File: config.mk
export PLATFORM = sky130hd
export DESIGN_NAME = hazard_control
export DESIGN_NICKNAME = d
export VERILOG_FILES = /design/src/rtl/hazard_control.sv
export SDC_FILE = /design/constraint.sdc
export NUM_CORES = 1
export LEC_CHECK = 0
export CAP_MARGIN = 15
export CORE_UTILIZATION = 49
export CTS_BUF_LIST = sky130_fd_sc_hd__clkbuf_4 sky130_fd_sc_hd__clkbuf_8 sky130_fd_sc_hd__clkbuf_16
export DETAILED_ROUTE_END_ITERATION = 7
export GPL_TIMING_DRIVEN = 0
export PLACE_DENSITY_LB_ADDON = 0.2
export SLEW_MARGIN = 20
export SYNTH_ARGS = -nofsm -noshare
export SYNTH_HDL_FRONTEND = slang
export SYNTH_SLANG_ARGS = --single-unit
File: constraint.sdc
create_clock -name clock -period 2.3 [get_ports clock]
set_input_delay 0.23 -clock clock [delete_from_list [all_inputs] [get_ports clock]]
set_output_delay 0.23 -clock clock [all_outputs]
set_load 0.02 [all_outputs]
File: src/rtl/hazard_control.sv
// Load-use hazard detection and stall/flush control for the ID stage of a
// 5-stage pipeline; tracks its own EX/MEM history to find in-flight loads.
module hazard_control #(
  parameter int LOAD_USE_DIST = 1,
  parameter int CNT_W         = 32
) (
  input  logic             clock,
  input  logic             reset,
  input  logic             id_valid,
  input  logic [4:0]       id_rs,
  input  logic [4:0]       id_rt,
  input  logic             id_usesRt,
  input  logic             id_memRead,
  input  logic             id_regWrite,
  input  logic [4:0]       id_dest,
  input  logic             branch_taken,
  output logic             selector,
  output logic             pcWrite,
  output logic             ifidWrite,
  output logic             ifidFlush,
  output logic             exmemFlush,
  output logic [1:0]       state,
  output logic [CNT_W-1:0] stallCount,
  output logic [CNT_W-1:0] flushCount
);

  typedef enum logic [1:0] {
    RUN   = 2'd0,
    STALL = 2'd1,
    FLUSH = 2'd2
  } decision_t;

  decision_t  decision;
  decision_t  state_reg;

  logic       ex_memRead;
  logic       ex_regWrite;
  logic [4:0] ex_dest;
  logic       mem_memRead;
  logic [4:0] mem_dest;

  logic       ex_match;
  logic       mem_match;
  logic       hazard;

  assign ex_match  = (ex_dest != 5'd0) &&
                     ((ex_dest == id_rs) || (id_usesRt && (ex_dest == id_rt)));
  assign mem_match = (mem_dest != 5'd0) &&
                     ((mem_dest == id_rs) || (id_usesRt && (mem_dest == id_rt)));

  // A load that writes no register cannot feed a dependent instruction.
  assign hazard = id_valid &&
                  ((ex_memRead && ex_regWrite && ex_match) ||
                   ((LOAD_USE_DIST == 2) && mem_memRead && mem_match));

  assign state = state_reg;

  always_comb begin
    decision   = RUN;
    selector   = 1'b1;
    pcWrite    = 1'b1;
    ifidWrite  = 1'b1;
    ifidFlush  = 1'b0;
    exmemFlush = 1'b0;
    if (branch_taken) begin
      decision   = FLUSH;
      selector   = 1'b0;
      ifidFlush  = 1'b1;
      exmemFlush = 1'b1;
    end else if (hazard) begin
      decision  = STALL;
      selector  = 1'b0;
      pcWrite   = 1'b0;
      ifidWrite = 1'b0;
    end
  end

  always_ff @(posedge clock) begin
    if (reset) begin
      ex_memRead  <= 1'b0;
      ex_regWrite <= 1'b0;
      ex_dest     <= 5'd0;
      mem_memRead <= 1'b0;
      mem_dest    <= 5'd0;
      state_reg   <= RUN;
      stallCount  <= '0;
      flushCount  <= '0;
    end else begin
      // Only an instruction actually admitted into EX becomes history.
      if ((decision == RUN) && id_valid) begin
        ex_memRead  <= id_memRead;
        ex_regWrite <= id_regWrite;
        ex_dest     <= id_dest;
      end else begin
        ex_memRead  <= 1'b0;
        ex_regWrite <= 1'b0;
        ex_dest     <= 5'd0;
      end

      if (decision == FLUSH) begin
        mem_memRead <= 1'b0;
        mem_dest    <= 5'd0;
      end else begin
        mem_memRead <= ex_memRead;
        mem_dest    <= ex_dest;
      end

      state_reg <= decision;
      if (decision == STALL) stallCount <= stallCount + CNT_W'(1);
      if (decision == FLUSH) flushCount <= flushCount + CNT_W'(1);
    end
  end

endmodule

# After elaboration in Yosys (flattened, before gate mapping)
# Index checks and enable logic that the tools add are counted.
dict set report word_totals {
  reg_bits 73
  input_bits 22
  out_inout_bits 71
  word_cells 29
}
dict set report op_classes {
  addsub 2
  n_eq_ne 4
  n_mux 6
  bitwise_logic 1
  n_reduce_logical 10
}
# cell n
set op_table {}
lappend op_table {{$add 32x1->32 const B} 2}
lappend op_table {{$eq 5x5->1} 2}
lappend op_table {{$logic_and 1x1->1} 6}
lappend op_table {{$mux 1} 5}
lappend op_table {{$reduce_bool 5->1} 1}
lappend op_table {{$eq 2x1->1 const B} 1}
lappend op_table {{$eq 2x2->1 const B} 1}
lappend op_table {{$logic_not 2->1} 1}
lappend op_table {{$mux 2} 1}
lappend op_table {{$reduce_or 2->1} 1}
lappend op_table {{$logic_or 1x1->1} 1}
lappend op_table {{$not 1->1} 1}

# Longest topological paths before layout
# Gate-level depths: netlist of the first run.
dict set report logic_depth {
  word_depth 12
  ltp_mapped 7
  mapped_depth_nobuf 6
}

# Worst setup path before layout of the first run
# OpenSTA, ideal clock, no wires.
dict set report synth_timing {
  path_kind {flip-flop to flip-flop}
  from {reg flushCount[2]}
  to {reg flushCount[29]}
  setup_time_ps 70
  arrival_ps 1932
  required_time_ps 2230
  path_slack_ps 297
  path_stages_with_launch 5
  n_path_buf 0
  synth_period_minus_slack_ps 2003
  cell_sequence {dfxtp_1 -> nand3_1 -> or4_1 -> or4_1 -> a21oi_1}
}
dict set report synth_between {
  elab_chain_cells 1
}
# item line
set synth_rtl {}
lappend synth_rtl {{start: declaration} 24} ;# output logic [CNT_W-1:0] flushCount
lappend synth_rtl {{start signal: assignment} 110} ;# if (decision == FLUSH) flushCount <= flushCount + CNT_W'(1);
lappend synth_rtl {{$add 32x1->32} 110}
# Every way passes these cells.
# A chain may end at the register's enable or synchronous reset.

# Final worst setup path of the first run
dict set report layout_timing {
  from {reg ex_dest[1]}
  to {out ifidWrite}
}
dict set report layout_between {
  elab_chain_cells 8
  word_cells_on_any_way 10
  cone_classes {2 x eq/ne; 2 x mux; 6 x reduce/logical}
}
# item line
set layout_rtl {}
lappend layout_rtl {{start: declaration} 38} ;# logic [4:0] ex_dest;
lappend layout_rtl {{start signal: assignment} 93} ;# ex_dest <= id_dest;
lappend layout_rtl {{$eq 5x5->1} 47} ;# ((ex_dest == id_rs) || (id_usesRt && (ex_dest == id_rt)));
lappend layout_rtl {{$logic_and 1x1->1} 47}
lappend layout_rtl {{$logic_or 1x1->1} 47}
lappend layout_rtl {{$logic_and 1x1->1 *} 46} ;# assign ex_match = (ex_dest != 5'd0) &&
lappend layout_rtl {{$logic_and 1x1->1 *} 53} ;# ((ex_memRead && ex_regWrite && ex_match) ||
lappend layout_rtl {{$logic_and 1x1->1 *} 52} ;# assign hazard = id_valid &&
lappend layout_rtl {{$mux 1 *} 70} ;# end else if (hazard) begin
lappend layout_rtl {{$mux 1 *} 65} ;# if (branch_taken) begin
lappend layout_rtl {{end: declaration} 19} ;# output logic ifidWrite,
# Every way passes the cells marked *; elsewhere a longest branch is shown, timed or not.

==> results of run 1 <==
report_power, final:
group          switching, W  internal, W  total [W]
Clock              0.000490     0.000761    0.00125
Sequential        0.0000112      0.00127    0.00128
Combinational     0.0000867    0.0000806   0.000167
how the worst max path moves through the flow:
stage	to	from	slack [ns]
floorplan	flushCount[29]	flushCount[2]	0.30
global placement	pcWrite	branch_taken	-0.60
detailed placement	pcWrite	branch_taken	-0.60
CTS	pcWrite	ex_dest[3]	-0.05
global route	stallCount[14]	stallCount[1]	-0.02
finish	ifidWrite	ex_dest[1]	0.02
final cells by class:
type,count,area (µm²),share of cell area (%)
clock buffers,11,145,2.90
clock inverters,5,103,2.05
multi-input cells,306,2060,41.0
well taps,96,120,2.40
plain buffers,19,105,2.10
flip-flops and latches,73,1470,29.3
repair buffers,103,998,19.9
inverters,4,15.0,0.300
metrics by stage:
stage | setup slack (ns) | cell area, µm² | utilization (%)
floorplan | 0.297 | 3520 | -
global placement | -0.599 | 4560 | 66.4
global route | -0.0158 | 5010 | 73.0
detailed placement | -0.603 | 4560 | 66.4
finish | 0.0231 | 5010 | 73.0
CTS | -0.0518 | 4860 | 70.8
repair_timing:
item                       in CTS  in global routing
resized for setup              22                 22
hold buffers                    0                  0
pin swaps                       2                  8
setup endpoints to repair       6                 25
buffers inserted                2                  9
kinds of logic after synthesis:
group | after synthesis
AO/OA/AOI/OAI | 73
XOR/XNOR | 39
adder cells (fa/ha/maj) | 2
buffers and inverters | 24
flip-flops | 73
multiplexers | 1
AND/OR/NAND/NOR | 191
per-layer routing:
metal	part of all wire, %	vias to the layer above	global-route usage [%]	wire [µm]
met5	0	-	0	0
met4	1.6	0	11.2	159
met3	7.0	14	5.05	698
met2	47	158	42.7	4650
met1	45	1736	35.7	4420
li1	-	1744	-	-
cell usage in the layout, fill, tap and decap left out, types with 2 or more instances in the layout:
master,count
a21oi_1,31
buf_2,5
clkbuf_8,10
and2_1,2
or4_1,24
buf_4,15
o41ai_1,5
clkbuf_2,2
and4_1,2
xnor2_2,2
nor3_1,4
nand3_1,34
nor2_1,42
buf_6,2
dfxtp_2,3
clkdlybuf4s50_1,87
inv_1,4
o21ai_0,5
nor2b_1,2
o311ai_0,2
nand4b_1,5
xnor2_1,17
nand2_1,17
or2_2,5
xor2_1,19
nor4_1,3
nor4_4,2
clkbuf_1,7
nand4_1,14
bufinv_16,3
and3_1,19
o31ai_1,22
nand4_2,2
or3_1,6
dfxtp_1,69
ha_1,2
==> impl_metrics.env, run 1 <==
export IMPL_synthCells=403
export IMPL_slew_headroom_pct=56.9
export IMPL_status="finished, final reports clean"
export IMPL_final_max_slew_viol_count=0
export IMPL_synth_cell_types=41
export IMPL_drc=0
export IMPL_yosys_register_bits=73
export IMPL_h_tree_depth=3
export IMPL_grt_usage_pct=26.8
export IMPL_cts_path_max_buffers=2
export IMPL_finalHoldViolCount=0
export IMPL_drive_above_1_share_pct=13.4
export IMPL_design_die_area_mm2=0.00753
export IMPL_dr_pass1_iters=5
export IMPL_die_y_um=86.8
export IMPL_critPathSlowestCell="or4_4"
export IMPL_path_depth=5
export IMPL_path_clk_slew_ns=0.07
export IMPL_fin_crit_ns=2.28
export IMPL_ys_flop_type="dfxtp_1"
export IMPL_grt_pass1_wl_um=16000
export IMPL_crit_arrival_ns=2.05
export IMPL_clk_latency_ns=0.35
export IMPL_yosysMostFrequentCell="dfxtp_1"
export IMPL_wl_um=9930
export IMPL_cts_tree="built"
export IMPL_worstSetupEndpointType="primary output"
export IMPL_min_delay_path_depth=2
export IMPL_synthXorXnorAreaFrac_pct=9.70
export IMPL_clock_sinks=73
export IMPL_place_congestion=0.860
export IMPL_synthMuxAreaShare_pct=0.284
export IMPL_setup_violations_final=0
export IMPL_synth_nets=427
export IMPL_worst_path_buf_inv=2
export IMPL_hold_end="ex_dest[0]"
export IMPL_r2r_start="stallCount[1]"
export IMPL_initial_core_util_pct=51.3
export IMPL_hold_class="input port to flop"
export IMPL_vdd_drop_max_mv=0.309
export IMPL_die_x_um=86.8
export IMPL_synth_area_leaders="dfxtp_1 (41%), or4_1 (5.3%), nand3_1 (5.0%), xor2_1 (5.0%), o31ai_1 (4.9%)"
export IMPL_cap_violations=0
export IMPL_antenna_found_initial=0
export IMPL_dpl_cell_count=591
export IMPL_wl_per_cell_um=16.1
export IMPL_hpwl_um=6800
export IMPL_num_fill_cells=519
export IMPL_slowest_delay_ns=0.57
export IMPL_min_from="id_dest[0]"
export IMPL_power_leakage_nw=1.67
export IMPL_crit_type="flop to primary output"
export IMPL_ys_warn_count=0
export IMPL_vias=3652
export IMPL_fmax_mhz=439
export IMPL_fin_skew_ns=0.00695
export IMPL_avgSynthCellArea_um2=8.74
export IMPL_port_buffers=92
export IMPL_reg2reg_depth=7
export IMPL_synthSimpleGateAreaFrac_pct=30.8
export IMPL_io_pins=93
export IMPL_synth_largest_area_cell="dfxtp_1"
export IMPL_startpoint_type="flop"
export IMPL_synth_compound_area_share_pct=13.6
export IMPL_ant_nets=0
export IMPL_drt_iter0_markers=265
export IMPL_synthAdderAreaFrac_pct=0.710
export IMPL_synthArstFlopShare_pct=0
export IMPL_power_density_mw_per_mm2=539
export IMPL_num_rows=30
export IMPL_fin_nets=540
export IMPL_cts_buffers=9
export IMPL_area_growth_pct=42.3
export IMPL_tightest_slew_ns=0.641
export IMPL_fin_cells=617
export IMPL_path_cells="or4_4 -> o2111ai_4 -> buf_6 -> or2_4 -> clkdlybuf4s15_2"
export IMPL_clock_root_buffer="clkbuf_8"
export IMPL_yosysTopAreaCellShare_pct=41.5
export IMPL_biggestRegsByFlops="flushCount x32, stallCount x32, ex_dest x5"
export IMPL_synth_enable_flop_cells=0
export IMPL_core_area_mm2=0.00687
export IMPL_fin_total_pwr_w=0.00270
export IMPL_cp_max_fo=6
export IMPL_seq_area_frac_synth_pct=41.5
export IMPL_period_share_pct=99.0
export IMPL_synth_top_family_by_area="simple AND/OR/NAND/NOR gates"
export IMPL_grt_pass1_vias=3364
export IMPL_grt_max_degree=13
export IMPL_antenna_cells=0
export IMPL_crit_family="simple AND/OR/NAND/NOR gates"
export IMPL_timing_rr_end="stallCount[14]"
export IMPL_fin_setup_tns_ns=0
export IMPL_hold_slack_ns=0.433
export IMPL_ff2ff_setup_slack_ns=0.11
export IMPL_mappedNetlistArea_mm2=0.00352
export IMPL_grt_ovfl_total=0
export IMPL_synth_common_cells="dfxtp_1 (73), nor2_1 (42), nand3_1 (35), a21oi_1 (32), or4_1 (25)"
export IMPL_drt_vias_per_instance=5.92
export IMPL_required_ns=2.07
(Power assumes the default switching activity.)
==> inputs of run 2 (changes only) <==
--- a/config.mk
+++ b/config.mk
@@ -5,6 +5,7 @@
 export SDC_FILE = /design/constraint.sdc
 export NUM_CORES = 1
 export LEC_CHECK = 0
+export ABC_CLOCK_PERIOD_IN_PS = 2300
 export CAP_MARGIN = 15
 export CORE_UTILIZATION = 49
 export CTS_BUF_LIST = sky130_fd_sc_hd__clkbuf_4 sky130_fd_sc_hd__clkbuf_8 sky130_fd_sc_hd__clkbuf_16
==> results of run 2 <==
Final layout, timing and power as in run 1 (identical DEF).
==> inputs of run 3 (changes only) <==
--- a/config.mk
+++ b/config.mk
@@ -7,6 +7,7 @@
 export LEC_CHECK = 0
 export ABC_CLOCK_PERIOD_IN_PS = 2300
 export CAP_MARGIN = 15
+export CORE_ASPECT_RATIO = 1.75
 export CORE_UTILIZATION = 49
 export CTS_BUF_LIST = sky130_fd_sc_hd__clkbuf_4 sky130_fd_sc_hd__clkbuf_8 sky130_fd_sc_hd__clkbuf_16
 export DETAILED_ROUTE_END_ITERATION = 7
==> impl_metrics.env, run 3 (synthesis results as in run 1) <==
export IMPL_hpwl_um=7370
export IMPL_fmax_mhz=442
export IMPL_worstSetupEndpointType="primary output"
export IMPL_design_die_area_mm2=0.00754
export IMPL_vdd_drop_max_mv=0.448
export IMPL_grt_max_degree=13
export IMPL_grt_usage_pct=28.3
export IMPL_power_density_mw_per_mm2=567
export IMPL_startpoint_type="flop"
export IMPL_grt_use_met2_pct=52.3
export IMPL_ant_nets=0
export IMPL_grt_pass1_wl_um=16400
export IMPL_crit_arrival_ns=2.03
export IMPL_hold_slack_ns=0.447
export IMPL_status="finished, final reports clean"
export IMPL_clk_latency_ns=0.34
export IMPL_path_clk_slew_ns=0.06
export IMPL_drc=0
export IMPL_place_congestion=0.893
export IMPL_drive_above_1_share_pct=13.4
export IMPL_fin_nets=541
export IMPL_crit_type="flop to primary output"
export IMPL_required_ns=2.07
export IMPL_tightest_slew_ns=0.621
export IMPL_clock_root_buffer="clkbuf_16"
export IMPL_period_share_pct=98.4
export IMPL_use_met1_pct=28.5
export IMPL_grt_ovfl_total=0
export IMPL_die_y_um=114
export IMPL_cap_violations=0
export IMPL_vias=3586
export IMPL_antenna_found_initial=0
export IMPL_dr_pass1_iters=4
export IMPL_layout_commonest_cell="clkdlybuf4s50_1"
export IMPL_slew_headroom_pct=58.3
export IMPL_initial_core_util_pct=51.0
export IMPL_antenna_cells=0
export IMPL_top_usage_layer="met2"
export IMPL_slowest_delay_ns=0.37
export IMPL_cts_tree="built"
export IMPL_fin_skew_ns=0.00633
export IMPL_fin_crit_ns=2.26
export IMPL_wl_um=10300
export IMPL_cts_path_max_buffers=2
export IMPL_die_x_um=66.1
export IMPL_final_max_slew_viol_count=0
export IMPL_core_area_mm2=0.00691
export IMPL_layout_setup_ws_ns=0.0366
export IMPL_clock_sinks=73
export IMPL_power_leakage_nw=1.71
export IMPL_final_cell_mix="clkdlybuf4s50_1 (87), dfxtp_1 (69), nor2_1 (42), nand3_1 (35), a21oi_1 (31)"
export IMPL_grt_pass1_vias=3522
export IMPL_critPathSlowestCell="dfxtp_4"
export IMPL_h_tree_depth=3
export IMPL_use_met3_pct=7.17
export IMPL_cpMostUsedCell="buf_6"
export IMPL_wl_per_cell_um=17.0
export IMPL_num_rows=40
export IMPL_io_pins=93
export IMPL_port_buffers=92
export IMPL_finalHoldViolCount=0
export IMPL_drt_iter0_markers=352
export IMPL_hold_class="input port to flop"
export IMPL_setup_violations_final=0
export IMPL_cts_buffers=9
export IMPL_fin_total_pwr_w=0.00287
export IMPL_dp_slack_ns=-0.669
export IMPL_path_cells="xor2_4 -> or3_4 -> o32a_4 -> or2_4 -> buf_6 -> buf_6"
export IMPL_biggestRegsByFlops="flushCount x32, stallCount x32, ex_dest x5"
export IMPL_area_growth_pct=43.6
export IMPL_cp_max_fo=8
export IMPL_drt_vias_per_instance=5.92
-- run 3: stage by stage --
stage | setup TNS [ns] | util (%) | std cells | cell area (µm²)
finish | 0 | 73.2 | 606 | 5060
global route | -0.0211 | 73.2 | 606 | 5060
CTS | 0 | 71.4 | 597 | 4930
detailed placement | -9.60 | 65.9 | 579 | 4550
global placement | -8.63 | 65.9 | 579 | 4550
floorplan | 0 | - | 403 | 3520
-- run 3: path summary, 6_finish.rpt --
kind                       start              to  cells past startpoint  slack, ns
setup / recovery      ex_dest[3]         pcWrite                      6       0.04
hold / removal        id_dest[3]      ex_dest[3]                      2       0.45
setup reg to reg      ex_dest[3]  stallCount[14]                      7       0.09
hold reg to reg   stallCount[31]  stallCount[31]                      2       0.49
-- run 3: worst max-delay path: cells and delay by family, from the launching register on --
| family | cells | cell delay (ns) |
|---|---|---|
| and+or+nand+nor | 2 | 0.66 |
| DFF | 1 | 0.37 |
| buffers and inverters | 2 | 0.24 |
| AOI/OAI and AO/OA | 1 | 0.23 |
| xor gates and xnor gates | 1 | 0.19 |
-- run 3: routing by layer --
metal,wire (µm),up-vias
li1,-,1733
met1,3700,1718
met2,5810,118
met3,575,17
met4,214,0
met5,0,-
-- run 3: cell type report --
cell class / instances / area [µm²]
multi-input combinational: 306 / 2050
inverter: 4 / 15.0
clock buffer: 12 / 254
buffer: 19 / 110
sequential: 73 / 1470
timing repair buffer: 104 / 1000
fill: 530 / 1850
tap: 84 / 105
clock inverter: 4 / 52.6
-- run 3: where the power goes --
part | switching, W | internal [W] | leakage (nW)
combinational | 0.0000827 | 0.0000803 | 0.962
sequential | 0.00000989 | 0.00127 | 0.591
clock | 0.000527 | 0.000895 | 0.154
total | 0.000620 | 0.00225 | 1.71
-- run 3: what timing repair did --
action / CTS / global route
hold buffers: 0 / 0
setup buffers: 3 / 9
resized for setup: 27 / 21
gates cloned: 0 / 0
pin swaps: 4 / 6
endpoints found under the setup margin: 11 / 17
